<file path="config.mk">
export PLATFORM = sky130hd
export DESIGN_NAME = pio_fifo_pair
export DESIGN_NICKNAME = d
export VERILOG_FILES = /design/src/rtl/pio_fifo_pair.sv
export SDC_FILE = /design/constraint.sdc
export NUM_CORES = 1
export LEC_CHECK = 0
export CORE_MARGIN = 2
export CORE_UTILIZATION = 30
export CTS_CLUSTER_SIZE = 30
export DETAILED_ROUTE_END_ITERATION = 8
export GPL_TIMING_DRIVEN = 0
export PLACE_DENSITY = 0.57
export REMOVE_ABC_BUFFERS = 1
export SETUP_SLACK_MARGIN = 0.4
export SLEW_MARGIN = 30
export SYNTH_ARGS = -nofsm -noshare
export SYNTH_HDL_FRONTEND = slang
export SYNTH_SLANG_ARGS = --single-unit
</file>
<file path="constraint.sdc">
create_clock -name clk -period 10.8 [get_ports clk]
set_input_delay 2.16 -clock clk [delete_from_list [all_inputs] [get_ports clk]]
set_output_delay 2.16 -clock clk [all_outputs]
set_load 0.02 [all_outputs]
</file>
<file path="src/rtl/pio_fifo_pair.sv">
// Paired TX/RX first-word-fall-through FIFOs sharing two storage banks, joinable for double depth.
// Pushes are visible at dout one cycle later; a push while full or a pull while empty is refused and flagged.
module pio_fifo_pair #(
  parameter int WIDTH = 32,
  parameter int DEPTH = 4,
  localparam int LW = $clog2(DEPTH) + 2
) (
  input  logic             clk,
  input  logic             reset,
  input  logic             join_tx,
  input  logic             join_rx,
  input  logic             tx_push,
  input  logic [WIDTH-1:0] tx_din,
  input  logic             tx_pull,
  output logic [WIDTH-1:0] tx_dout,
  output logic             tx_empty,
  output logic             tx_full,
  output logic [LW-1:0]    tx_level,
  input  logic             rx_push,
  input  logic [WIDTH-1:0] rx_din,
  input  logic             rx_pull,
  output logic [WIDTH-1:0] rx_dout,
  output logic             rx_empty,
  output logic             rx_full,
  output logic [LW-1:0]    rx_level,
  input  logic [3:0]       flags_clr,
  output logic [3:0]       flags
);

  localparam int PW = $clog2(DEPTH) + 1;
  localparam logic [1:0] MODE_NONE = 2'd0;
  localparam logic [1:0] MODE_TXJ  = 2'd1;
  localparam logic [1:0] MODE_RXJ  = 2'd2;
  localparam logic [LW-1:0] CAP_ONE = LW'(DEPTH);
  localparam logic [LW-1:0] CAP_TWO = LW'(2 * DEPTH);

  logic [WIDTH-1:0] r_mem [2*DEPTH];
  logic [1:0]       r_mode;
  logic [LW-1:0]    r_tx_level, r_rx_level;
  logic [PW-1:0]    r_tx_wptr, r_tx_rptr, r_rx_wptr, r_rx_rptr;
  logic [3:0]       r_flags;

  logic [1:0]       w_mode;
  logic             w_flush;
  logic [LW-1:0]    w_tx_cap, w_rx_cap;
  logic [PW-1:0]    w_rx_base, w_rx_waddr, w_rx_raddr;
  logic             w_tx_empty, w_tx_full, w_rx_empty, w_rx_full;
  logic             w_tx_do_push, w_tx_do_pull, w_rx_do_push, w_rx_do_pull;
  logic             w_tx_over, w_tx_under, w_rx_over, w_rx_under;

  function automatic logic [PW-1:0] f_next(input logic [PW-1:0] p, input logic [LW-1:0] cap);
    return ({1'b0, p} == cap - LW'(1)) ? '0 : p + PW'(1);
  endfunction

  always_comb begin
    w_mode = MODE_NONE;
    if (join_tx)      w_mode = MODE_TXJ;
    else if (join_rx) w_mode = MODE_RXJ;
    w_flush = (w_mode != r_mode);

    // Capacity follows the registered mode, so a join takes effect after its flush cycle.
    w_tx_cap = CAP_ONE;
    w_rx_cap = CAP_ONE;
    case (r_mode)
      MODE_TXJ: begin w_tx_cap = CAP_TWO; w_rx_cap = '0; end
      MODE_RXJ: begin w_tx_cap = '0;      w_rx_cap = CAP_TWO; end
      default:  ;
    endcase
  end

  assign w_rx_base  = (r_mode == MODE_NONE) ? PW'(DEPTH) : '0;
  assign w_rx_waddr = w_rx_base + r_rx_wptr;
  assign w_rx_raddr = w_rx_base + r_rx_rptr;

  assign w_tx_empty = (r_tx_level == '0);
  assign w_tx_full  = (r_tx_level == w_tx_cap);
  assign w_rx_empty = (r_rx_level == '0);
  assign w_rx_full  = (r_rx_level == w_rx_cap);

  assign w_tx_do_push = tx_push & ~w_tx_full  & ~w_flush;
  assign w_tx_do_pull = tx_pull & ~w_tx_empty & ~w_flush;
  assign w_rx_do_push = rx_push & ~w_rx_full  & ~w_flush;
  assign w_rx_do_pull = rx_pull & ~w_rx_empty & ~w_flush;

  assign w_tx_over  = tx_push & w_tx_full  & ~w_flush;
  assign w_tx_under = tx_pull & w_tx_empty & ~w_flush;
  assign w_rx_over  = rx_push & w_rx_full  & ~w_flush;
  assign w_rx_under = rx_pull & w_rx_empty & ~w_flush;

  always_ff @(posedge clk) begin
    if (w_tx_do_push) r_mem[r_tx_wptr]  <= tx_din;
    if (w_rx_do_push) r_mem[w_rx_waddr] <= rx_din;
  end

  always_ff @(posedge clk) begin
    if (reset) begin
      r_mode     <= MODE_NONE;
      r_tx_level <= '0;
      r_rx_level <= '0;
      r_tx_wptr  <= '0;
      r_tx_rptr  <= '0;
      r_rx_wptr  <= '0;
      r_rx_rptr  <= '0;
      r_flags    <= '0;
    end else begin
      r_mode  <= w_mode;
      r_flags <= (r_flags & ~flags_clr) | {w_rx_under, w_rx_over, w_tx_under, w_tx_over};
      if (w_flush) begin
        r_tx_level <= '0;
        r_rx_level <= '0;
        r_tx_wptr  <= '0;
        r_tx_rptr  <= '0;
        r_rx_wptr  <= '0;
        r_rx_rptr  <= '0;
      end else begin
        if (w_tx_do_push) r_tx_wptr <= f_next(r_tx_wptr, w_tx_cap);
        if (w_tx_do_pull) r_tx_rptr <= f_next(r_tx_rptr, w_tx_cap);
        if (w_rx_do_push) r_rx_wptr <= f_next(r_rx_wptr, w_rx_cap);
        if (w_rx_do_pull) r_rx_rptr <= f_next(r_rx_rptr, w_rx_cap);
        if (w_tx_do_push & ~w_tx_do_pull)      r_tx_level <= r_tx_level + LW'(1);
        else if (~w_tx_do_push & w_tx_do_pull) r_tx_level <= r_tx_level - LW'(1);
        if (w_rx_do_push & ~w_rx_do_pull)      r_rx_level <= r_rx_level + LW'(1);
        else if (~w_rx_do_push & w_rx_do_pull) r_rx_level <= r_rx_level - LW'(1);
      end
    end
  end

  assign tx_dout  = r_mem[r_tx_rptr];
  assign rx_dout  = r_mem[w_rx_raddr];
  assign tx_empty = w_tx_empty;
  assign tx_full  = w_tx_full;
  assign tx_level = r_tx_level;
  assign rx_empty = w_rx_empty;
  assign rx_full  = w_rx_full;
  assign rx_level = r_rx_level;
  assign flags    = r_flags;

endmodule
</file>
# Word-level counts from Yosys, hierarchy flattened
# Memories as Yosys holds them, arrays and structs flattened. A register that Yosys moved wholly into a read port is not among the register bits.
# Index checks and enable logic that the tools add are counted.
classes:
  n_bitwise: 32
  n_eq_ne: 9
  multipliers: 0
  n_addsub: 12
  shifts: 0
  n_reduce_logical: 6
  div: 0
  order_cmp: 0
  n_mux: 19
ops:
  columns: ["operator", "count"]
  rows:
  - ["two-way mux 3 bit", 7]
  - ["AND 1 bit", 20]
  - ["equality test 3 x 4 -> 1 bit", 4]
  - ["two-way mux 4 bit", 4]
  - ["one-hot mux 4 bit (2 select lines)", 2]
  - ["subtractor 4 x 1 -> 4 bit, second input constant", 4]
  - ["adder 3 x 1 -> 3 bit, second input constant", 4]
  - ["inverter 1 bit", 9]
  - ["adder 4 x 1 -> 4 bit, second input constant", 2]
  - ["equality test 4 bit", 2]
  - ["zero test 4 bit", 2]
  - ["adder 3 bit", 2]
  - ["AND 4 bit", 1]
  - ["two-way mux 1 bit", 4]
  - ["two-way mux 2 bit", 2]
  - ["inverter 4 bit", 1]
  - ["bitwise OR 4 bit", 1]
  - ["nonzero test 2 bit", 2]
  - ["equality test 2 x 1 -> 1 bit, second input constant", 1]
  - ["equality test 2 bit, second input constant", 1]
  - ["zero test 2 bit", 1]
  - ["!= test 2 bit", 1]
  - ["OR reduction 2 bit", 1]
word_totals:
  memories: 1
  rom_bits: 0
  mem_bits_rw: 256
  reg_bits: 26
  wordCells: 87
  latch_bits: 0
mem_list:
  columns: ["name", "depth", "word_bits", "read_ports", "rd_ports_with_merged_regs", "wr", "line", "rtl"]
  rows:
  - ["r_mem", 8, 32, 2, 1, 2, "37", "logic [WIDTH-1:0] r_mem [2*DEPTH];"]

# Depth between registers and ports, before layout
depth:
  word_depth: 10
  mapped_depth: 15

# Worst setup path after synthesis
# Ideal clock, no wire load.
synth_path:
  kind: "in2reg"
  start: "input port join_tx"
  end: "memory r_mem[2][0], enable pin"
  arrival_ns: 5.324
  cell_stages: 4
  setup_slack_ns: 5.011
  cell_sequence: "nor4_4 -> o31a_1 -> nand3_1 -> o21ai_0"
synth_rtl:
  columns: ["element", "line", "rtl"]
  rows:
  - ["start: declaration", "10", "input logic join_tx,"]
  - ["end: declaration", "37", null]

# Final worst setup path
layout_path:
  start: "register r_mode[0]"
  end: "output port rx_dout[11]"
layout_between:
  elab_chain_cells: 4
layout_lines:
  columns: ["element", "line", "rtl"]
  rows:
  - ["start: declaration", "38", "logic [1:0] r_mode;"]
  - ["start signal: assignment", "106", "r_mode <= w_mode;"]
  - ["zero test 2 bit", "71", "assign w_rx_base = (r_mode == MODE_NONE) ? PW'(DEPTH) : '0;"]
  - ["two-way mux 3 bit", "71", null]
  - ["adder 3 bit", "73", "assign w_rx_raddr = w_rx_base + r_rx_rptr;"]
  - ["memory read (8 x 32 bit)", null, null]
  - ["end: declaration", "22", "output logic [WIDTH-1:0] rx_dout,"]
# No other way between the ends.

==> reports/metrics.yaml <==
status: "completed"
period_share: 0.514
min_period_ps: 5550
ys_ff_latch: 285
async_flop_share: 0
ir_drop_mv: 0.0764
die_height_um: 239
cts_made_buffers: 34
syn2layout_area_growth_pct: 25.9
hp-class: "register to register"
routed_via_density: 5.23
antenna_left: 0
slew_headroom: 0.464
yosysSeqAreaShare: 0.501
grt_pass1_wl_mm: 70.2
grt_use_total: 0.168
grt_antenna_before_repair: 4
cts-root-buf: "clkbuf_16"
slowest_delay_ps: 660
grt_pass1_vias: 10497
p_per_area_nw_per_um2: 126
dp_hpwl_mm: 33.6
crit_slowest_cell: "clkdlybuf4s50_1"
cts_buffer_depth: 3
cp_max_fo: 10
crit_type: "register to output pin"
finalPower_mw: 2.62
synth_area_um2: 16500
syn-instance-count: 975
yosysWarnings: 0
setup-violations-final: 0
tightestPinTransition_ps: 804
die_area_um2: 56900
cts_tree: "yes"
cts_hold_buf: 0
layout_common_cells: "286 x mux2_2, 256 x edfxtp_1, 155 x clkdlybuf4s50_1, 128 x mux4_2, 37 x clkbuf_16"
timing.fmax_mhz: 180
final_area_um2: 20800
start_kind: "register"
die_w_um: 239
placement_rows: 85
cts_sinks: 285
routed_wirelength_mm: 47.9
drc: 0
numPortBuffers: 155
post_cts_resized: 0
clkSlewWorstSetupHoldPaths_ps: 60
core_area_um2: 54100
crit_chain: "inv_1 > ha_1 > xor2_4 > buf_16 > buf_8 > mux2_2 > clkdlybuf4s50_1"
crit_family: "buffers and inverters"
finalClockSkew_ps: 10.6
dpl_cell_area_um2: 19700
end_kind: "output pin"
synth_edf_count: 256
required_ps: 8640
num-fill-cells: 4987
firstDrtPassIters: 4
drt_iter0_drc: 822
p_leak_nw: 6.72
gp_congestion: 0.738
cp_num_buf_inv: 4
finalNetCount: 1249
rsz0062_at_grt: "no"
slew_viol_final: 0
diodes: 0
htree_levels: 2
cp_data_arrival_time_ps: 3390
avgSynthCellArea_um2: 16.9
synth_cell_types: 55
gr-total-overflow: 0
ios: 156
drive_gt1_frac: 0.489
worstSkewPairLatency_ps: 520
wl_per_cell_um: 25.5
vias: 9814
synthFlopType: "edfxtp_1"
layout_commonest_cell: "mux2_2"
cts_setup_buffers: 0
maxCapViolCount: 0
grt_start_max_net_pins: 36
hold_viol: 0
start_util: 0.305
==> cell usage after synthesis (all sizes together) (3+ instances only) <==
cell	instances	area share
nand2b	7	0.0027
mux4	128	0.17
xor2	6	0.0032
dfxtp	29	0.035
nor2	25	0.0057
nor4b	3	0.0027
inv	15	0.0034
o21bai	6	0.0027
or4	4	0.0018
nand3	7	0.0021
nor2b	3	0.0011
nor4	4	0.0028
xnor2	9	0.0048
nand2	9	0.0020
buf	46	0.019
mux2	320	0.22
o31ai	3	0.0025
a21oi	12	0.0036
o21ai	6	0.0018
a311oi	3	0.0016
edfxtp	256	0.47
mux2i	10	0.0061
ha	13	0.0098
clkbuf	24	0.0055
==> cells by family (layout without fill, tap and decap cells) <==
kind of cell,after synthesis,in the layout,share of synthesized area
xor gates and xnor gates,15,15,0.00795
buffers and inverters,85,292,0.0277
AOI/OAI and AO/OA,45,45,0.0200
and+or+nand+nor,72,72,0.0261
DFF,285,285,0.501
muxes,458,458,0.405
adders and majority gates,15,15,0.0123
==> state kept, by name, summed over array words and instances, names as in the netlist, named ones only <==
signal and flops:
flags 4, rx_level 4, r_mode 2, r_mem 256
r_rx_wptr 3, r_tx_wptr 3, r_tx_rptr 3, r_rx_rptr 3
tx_level 4
==> metal layers <==
layer  vias up  global-route usage  wire [um]
met4         8              0.0330        719
met3        55              0.0324       2480
met5         -                   0         57
li1       4383                   -          -
met1      5128               0.223      20900
met2       240               0.286      23700
==> area by class of cell <==
cell class                 instances  area, um^2  area share
inverter                          15        56.3     0.00271
multi-input combinational        605        7960       0.383
tap                              696         871      0.0419
timing repair buffer             217        2570       0.123
sequential                       285        8290       0.398
clock buffer                      45         956      0.0460
clock inverter                    15         101     0.00487
==> worst paths after layout <==
kind | from | to | slack (ps) | cells past startpoint
worst min register to register | flags[3] | flags[3] | 490 | 2
worst max-delay path | r_mode[0] | rx_dout[11] | 5250 | 7
worst max register to register | r_mode[0] | r_mem[2][14] | 6850 | 11
worst min-delay path | flags[3] | flags[3] | 490 | 2
==> per-stage QoR <==
step	cells	worst slack, ps	setup TNS, ps	hold slack, ps	utilization
2_1_floorplan	905	4470	0	467	-
3_3_place_gp	1756	-1940	-154980	474	0.342
3_5_place_dp	1818	5140	0	483	0.365
4_1_cts	1878	5220	0	501	0.384
5_1_grt	1878	5130	0	537	0.384
6_report	1878	5250	0	492	0.384
==> power by group <==
| group | leakage (nW) | switching, mW | internal [mW] |
|---|---|---|---|
| Clock | 0.513 | 0.459 | 0.647 |
| Combinational | 3.65 | 0.137 | 0.158 |
| Sequential | 2.55 | 0.00777 | 1.22 |
==> worst register-to-register path, delay by kind of cell, from the launching register on <==
family	cells	cell delay, ps
compound gates	1	270
xor+xnor	1	160
fa+ha+maj	1	540
buf+inv	6	1120
flops	1	490
simple gates	2	1060
No activity file was read; power rests on OpenSTA's default activity.
